$ cat src/rtl/loader_pkg.sv
// rtl/loader_pkg.sv - shared FSM encodings and default framing codes for the instruction loader
package loader_pkg;

    localparam logic [2:0] ST_IDLE  = 3'd0;
    localparam logic [2:0] ST_LOAD  = 3'd1;
    localparam logic [2:0] ST_ESC   = 3'd2;
    localparam logic [2:0] ST_FLUSH = 3'd3;
    localparam logic [2:0] ST_DONE  = 3'd4;

    localparam logic [7:0] DEF_START_CODE = 8'hFE;
    localparam logic [7:0] DEF_END_CODE   = 8'hFF;
    localparam logic [7:0] DEF_ESC_CODE   = 8'hFD;

endpackage

$ cat src/rtl/byte_packer.sv
// rtl/byte_packer.sv - MSB-first byte-to-word assembler with lane counter and zero-padded flush view
module byte_packer #(
    parameter int INSTR_W = 32
) (
    input  logic               clk_i,
    input  logic               rst_n_i,
    input  logic               clear_i,
    input  logic               shift_i,
    input  logic [7:0]         byte_i,
    output logic               word_full_o,
    output logic               empty_o,
    output logic [INSTR_W-1:0] word_o,
    output logic [INSTR_W-1:0] pad_word_o
);
    localparam int LANES = INSTR_W / 8;
    localparam int LW    = $clog2(LANES + 1);

    logic [INSTR_W-1:0] asm_q, asm_d;
    logic [LW-1:0]      lane_q, lane_d;

    always_comb begin
        word_o      = {asm_q[INSTR_W-9:0], byte_i};
        word_full_o = shift_i && (lane_q == LW'(LANES - 1));
        empty_o     = (lane_q == '0);
        // Held bytes sit in the low lanes; move them up to the MSB end.
        pad_word_o  = asm_q << (8 * (LANES - int'(lane_q)));
        asm_d       = asm_q;
        lane_d      = lane_q;
        if (clear_i) begin
            asm_d  = '0;
            lane_d = '0;
        end else if (shift_i) begin
            if (word_full_o) begin
                asm_d  = '0;
                lane_d = '0;
            end else begin
                asm_d  = word_o;
                lane_d = lane_q + 1'b1;
            end
        end
    end

    always_ff @(posedge clk_i or negedge rst_n_i) begin
        if (!rst_n_i) begin
            asm_q  <= '0;
            lane_q <= '0;
        end else begin
            asm_q  <= asm_d;
            lane_q <= lane_d;
        end
    end

endmodule

$ cat src/rtl/instr_stream_loader.sv
// rtl/instr_stream_loader.sv - framed, escaped byte-stream loader writing words into instruction memory
module instr_stream_loader
    import loader_pkg::*;
#(
    parameter int         INSTR_W    = 32,
    parameter int         DEPTH      = 64,
    parameter int         ADDR_W     = $clog2(DEPTH),
    parameter logic [7:0] START_CODE = DEF_START_CODE,
    parameter logic [7:0] END_CODE   = DEF_END_CODE,
    parameter logic [7:0] ESC_CODE   = DEF_ESC_CODE
) (
    input  logic               clk_i,
    input  logic               reset_n,
    input  logic               byte_valid_i,
    input  logic [7:0]         byte_i,
    output logic               byte_ready_o,
    output logic               mem_we_o,
    output logic [ADDR_W-1:0]  mem_addr_o,
    output logic [INSTR_W-1:0] mem_wdata_o,
    output logic               load_busy_o,
    output logic               load_done_o,
    output logic               cpu_start_o,
    output logic [ADDR_W:0]    word_count_o,
    output logic               err_overflow_o,
    output logic               err_partial_o
);
    logic [2:0]         state_q, state_d;
    logic [ADDR_W:0]    cnt_q, cnt_d;
    logic               we_q, we_d, start_q, start_d;
    logic [ADDR_W-1:0]  addr_q, addr_d;
    logic [INSTR_W-1:0] wdata_q, wdata_d;
    logic               ovf_q, ovf_d, part_q, part_d;

    logic               accept, pk_clear, pk_shift, pk_full, pk_empty;
    logic [INSTR_W-1:0] pk_word, pk_pad, commit_word;
    logic               commit;

    assign byte_ready_o = (state_q != ST_FLUSH);
    assign accept       = byte_valid_i && byte_ready_o;

    byte_packer #(.INSTR_W(INSTR_W)) u_packer (
        .clk_i       (clk_i),
        .rst_n_i     (reset_n),
        .clear_i     (pk_clear),
        .shift_i     (pk_shift),
        .byte_i      (byte_i),
        .word_full_o (pk_full),
        .empty_o     (pk_empty),
        .word_o      (pk_word),
        .pad_word_o  (pk_pad)
    );

    always_comb begin
        state_d     = state_q;
        cnt_d       = cnt_q;
        we_d        = 1'b0;
        addr_d      = addr_q;
        wdata_d     = wdata_q;
        ovf_d       = ovf_q;
        part_d      = part_q;
        pk_clear    = 1'b0;
        pk_shift    = 1'b0;
        commit      = 1'b0;
        commit_word = pk_word;
        case (state_q)
            ST_IDLE, ST_DONE: begin
                if (accept && byte_i == START_CODE) begin
                    state_d  = ST_LOAD;
                    cnt_d    = '0;
                    ovf_d    = 1'b0;
                    part_d   = 1'b0;
                    pk_clear = 1'b1;
                end
            end
            ST_LOAD: begin
                if (accept) begin
                    if (byte_i == START_CODE) begin
                        cnt_d    = '0;
                        ovf_d    = 1'b0;
                        part_d   = 1'b0;
                        pk_clear = 1'b1;
                    end else if (byte_i == ESC_CODE) begin
                        state_d = ST_ESC;
                    end else if (byte_i == END_CODE) begin
                        if (pk_empty) begin
                            state_d = ST_DONE;
                        end else begin
                            // Padded word is issued at this edge so it is visible during FLUSH.
                            state_d     = ST_FLUSH;
                            commit      = 1'b1;
                            commit_word = pk_pad;
                            part_d      = 1'b1;
                            pk_clear    = 1'b1;
                        end
                    end else begin
                        pk_shift = 1'b1;
                    end
                end
            end
            ST_ESC: begin
                if (accept) begin
                    pk_shift = 1'b1;
                    state_d  = ST_LOAD;
                end
            end
            ST_FLUSH: state_d = ST_DONE;
            default:  state_d = ST_IDLE;
        endcase

        if (pk_full) commit = 1'b1;
        if (commit) begin
            if (cnt_q < (ADDR_W+1)'(DEPTH)) begin
                we_d    = 1'b1;
                addr_d  = cnt_q[ADDR_W-1:0];
                wdata_d = commit_word;
                cnt_d   = cnt_q + 1'b1;
            end else begin
                ovf_d = 1'b1;
            end
        end
        start_d = (state_d == ST_DONE) && (state_q != ST_DONE);
    end

    always_ff @(posedge clk_i or negedge reset_n) begin
        if (!reset_n) begin
            state_q <= ST_IDLE;
            cnt_q   <= '0;
            we_q    <= 1'b0;
            addr_q  <= '0;
            wdata_q <= '0;
            start_q <= 1'b0;
            ovf_q   <= 1'b0;
            part_q  <= 1'b0;
        end else begin
            state_q <= state_d;
            cnt_q   <= cnt_d;
            we_q    <= we_d;
            addr_q  <= addr_d;
            wdata_q <= wdata_d;
            start_q <= start_d;
            ovf_q   <= ovf_d;
            part_q  <= part_d;
        end
    end

    assign mem_we_o       = we_q;
    assign mem_addr_o     = addr_q;
    assign mem_wdata_o    = wdata_q;
    assign cpu_start_o    = start_q;
    assign word_count_o   = cnt_q;
    assign err_overflow_o = ovf_q;
    assign err_partial_o  = part_q;
    assign load_done_o    = (state_q == ST_DONE);
    assign load_busy_o    = (state_q == ST_LOAD) || (state_q == ST_ESC) || (state_q == ST_FLUSH);

endmodule

$ cat config.mk
export PLATFORM = sky130hd
export DESIGN_NAME = instr_stream_loader
export DESIGN_NICKNAME = d
export VERILOG_FILES = /design/src/rtl/loader_pkg.sv /design/src/rtl/byte_packer.sv /design/src/rtl/instr_stream_loader.sv
export SDC_FILE = /design/constraint.sdc
export NUM_CORES = 1
export LEC_CHECK = 0
export BUFFER_PORTS_ARGS = -buffer_cell sky130_fd_sc_hd__clkbuf_2
export CORE_ASPECT_RATIO = 2
export CORE_MARGIN = 2
export CORE_UTILIZATION = 30
export CTS_CLUSTER_DIAMETER = 30
export DETAILED_ROUTE_END_ITERATION = 10
export GPL_ROUTABILITY_DRIVEN = 1
export GPL_TIMING_DRIVEN = 0
export SYNTH_ARGS = -nofsm -noshare
export SYNTH_HDL_FRONTEND = slang
export SYNTH_SLANG_ARGS = --single-unit
$ cat constraint.sdc
create_clock -name clk_i -period 2.4 [get_ports clk_i]
set_input_delay 0.12 -clock clk_i [delete_from_list [all_inputs] [get_ports clk_i]]
set_output_delay 0.12 -clock clk_i [all_outputs]
set_load 0.01 [all_outputs]
==> impl_metrics.ini <==
[run_status]
status = finished, violations left
violations = setup timing

[logic_synthesis]
synth_cells = 506
synth_seq_area_share_pct = 47.4
synth_cell_type_count = 59
avgSynthCellArea_sq_um = 9.08
ys.warnings.count = 0
synth-edff-count = 0
synthFlopType = dfrtp_1
async_flop_share_pct = 100
netlist_area_sq_mm = 0.00460
synth_nets = 522
ys_ff_latch = 87

[layout]
nets = 611
postLayoutCoreUtil_pct = 38.4
ff_latch_area_sq_mm = 0.00218
layout_commonest_cell = nand2_1
multi_input_area_sq_mm = 0.00235
fin_cells = 798
mostFrequentLayoutCells = nand2_1 (106), dfrtp_1 (87), clkbuf_2 (60)
area_growth_pct = 26.6
n_fill_cell = 1551
fin_area_sq_mm = 0.00582
antenna_cells = 0
drive_above_1_share_pct = 25.3

[sta]
fin_tns_setup_ps = -8.72
final_max_slew_viol_count = 0
final-hold-violation-count = 0
period_share_pct = 100
setup_violations = 1
relSlewSlack_pct = 48.7
worst_slew_pin_slew_ps = 768
postLayoutSetupSlackWorst_ps = -8.72
clock_skew_ps = 4.83
rsz0062_at_grt = yes
max_freq_ghz = 0.415
min_period_ps = 2410

[critical_path]
startpoint = u_packer.lane_q[0]$_DFFE_PN0P_
worstSetupPathType = reg2reg
critPathMaxFanout = 8
critical_path.endpoint = mem_wdata_o[24]$_DFFE_PN0P_
worstReg2RegEnd = mem_wdata_o[24]$_DFFE_PN0P_
r2r-start = u_packer.lane_q[0]$_DFFE_PN0P_
cp.required_ps = 2620
crit_path_start_kind = flip-flop
ff2ff_setup_slack_ps = -9
rr_worst_depth = 10
endpoint_kind = flip-flop
crit_arrival_ps = 2630

[placed_design]
gp_congestion = 0.869
placed_area_sq_mm = 0.00527
portBuffers = 60
dp_cells = 765
hpwl_microns = 9780

[drt]
first_pass_iters = 5
drtIter0Drc = 257
drcViolationCount = 0
detail-route-antenna-nets = 0
viasPerCell = 5.24
routed_wl_microns = 13700
wl_per_cell_microns = 17.2
vias = 4178

[cts]
cts_buffer_depth = 2
cts_buffers = 9
root_buffer = clkbuf_16
tritoncts = done
h-tree-depth = 3
clock_latency_ps = 340
clock-sinks = 87
clk_pin_slew_worst_paths_ps = 60

[power]
pwr_density_cell_mw_per_mm2 = 637
peakVddDrop_v = 0.000441
power_mw = 3.70
p_leak_nw = 2.67

[global_route]
grt_busiest_layer = met2
grt_use_total_pct = 16.7
grt_pass1_vias = 3949
antenna_found_initial = 0
grt_use_met1_pct = 22.1
met2_usage_pct = 27.6
grt.overflow.total = 0
use_met3_pct = 2.31
grt_max_degree = 57
grt_pass1_wl_microns = 21500

[floorplan]
initial_core_util_pct = 30.4
ios = 63
rows = 64
die_w_microns = 91.5
die_area_sq_mm = 0.0164
core_sq_mm = 0.0151
die_h_microns = 179

[job]
drv_cap = 0

[min_path]
min_from = byte_i[3]
hold_path.class = in2reg
[routing by layer]
layer,wire length [microns],up-vias
met2,6740,149
met1,6030,2014
met4,258,0
li1,-,1993
met3,720,22
met5,0,-
[power by group]
| part | internal [mW] | total (mW) | leakage, nW | switching, mW |
|---|---|---|---|---|
| registers | 1.53 | 1.67 | 1.20 | 0.132 |
| logic | 0.271 | 0.646 | 1.33 | 0.375 |
| clock network | 0.834 | 1.39 | 0.140 | 0.559 |
| total | 2.64 | 3.70 | 2.67 | 1.07 |
[cells by family after synthesis]
group,count (synthesis),share of synthesized area [%]
simple gates,205,21.3
compound gates,148,22.5
flops,87,47.4
buf+inv,52,5.25
mux,9,2.18
fa+ha+maj,5,1.36
[final cells by class]
type | count | share of cell area (%)
Clock inverter | 3 | 0.731
Timing Repair Buffer | 80 | 8.24
Buffer | 33 | 3.33
Multi-Input combinational cell | 367 | 40.5
Sequential cell | 87 | 37.4
Tap cell | 198 | 4.26
Clock buffer | 13 | 4.30
Inverter | 17 | 1.23
[metrics by stage]
step | worst slack [ps] | hold WS [ps]
4_1_cts | -18.3 | 47.7
5_1_grt | -69.3 | 65.8
2_1_floorplan | 2.08 | -176
3_5_place_dp | -460 | 133
6_report | -8.72 | 52.4
3_3_place_gp | -453 | 405
[worst min-delay path by stage]
stage                                               end  slack (ps)  depth (start not counted)
after global placement       mem_wdata_o[3]$_DFFE_PN0P_         400                          2
after detailed placement           state_q[0]$_DFF_PN0_         130                          1
final                     u_packer.asm_q[3]$_DFFE_PN0P_          50                          3
after global routing      u_packer.asm_q[3]$_DFFE_PN0P_          70                          3
after floorplan                   cpu_start_o$_DFF_PN0_        -180                          0
after CTS                 u_packer.asm_q[3]$_DFFE_PN0P_          50                          3
[synth_stat cells (2+ instances only)]
cell	n	area share, %
nand2_1	106	8.7
dfrtp_1	87	47
nor2_1	59	4.8
a21oi_1	54	5.9
o2bb2ai_1	22	4.2
a221oi_1	16	3.0
inv_1	16	1.3
clkbuf_1	15	1.2
buf_2	13	1.4
o21ai_0	12	1.3
mux2_2	8	2.0
o32a_1	8	1.7
nand3_1	7	0.76
a21o_1	6	0.98
a31oi_1	6	0.82
ha_1	5	1.4
buf_4	4	0.65
a211oi_1	3	0.49
a22o_1	3	0.57
a41oi_1	3	0.57
and2_1	3	0.41
nand2b_1	3	0.41
nor4_4	3	1.4
buf_6	2	0.49
nand3b_1	2	0.33
nand4bb_1	2	0.49
nor3_2	2	0.44
nor4_1	2	0.27
o22a_1	2	0.38
o22ai_1	2	0.27
or3_1	2	0.27
[critical path, stage by stage (launching register included)]
cell	delay [ps]
dfrtp_1	370
buf_6	130
inv_8	40
ha_4	150
ha_4	160
nand3b_1	250
nor4_4	370
o31ai_4	210
buf_6	200
a221oi_4	320
nor2_1	80
[repair_timing]
item | in CTS | in global routing
pin swaps | 5 | 9
buffers inserted | 7 | 10
resized for setup | 10 | 12
setup endpoints to repair | 36 | 62
cloned | 1 | 0
hold buffers | 1 | 0
hold endpoints to repair | 31 | 0
[registers in the layout, indices dropped and copies added, names as in the netlist, 3 cells and up]
signal and count:
word_count_o 7, u_packer.asm_q 32, mem_wdata_o 32, u_packer.lane_q 3, mem_addr_o 6, state_q 3
No activity file was read; power rests on OpenSTA's default activity.
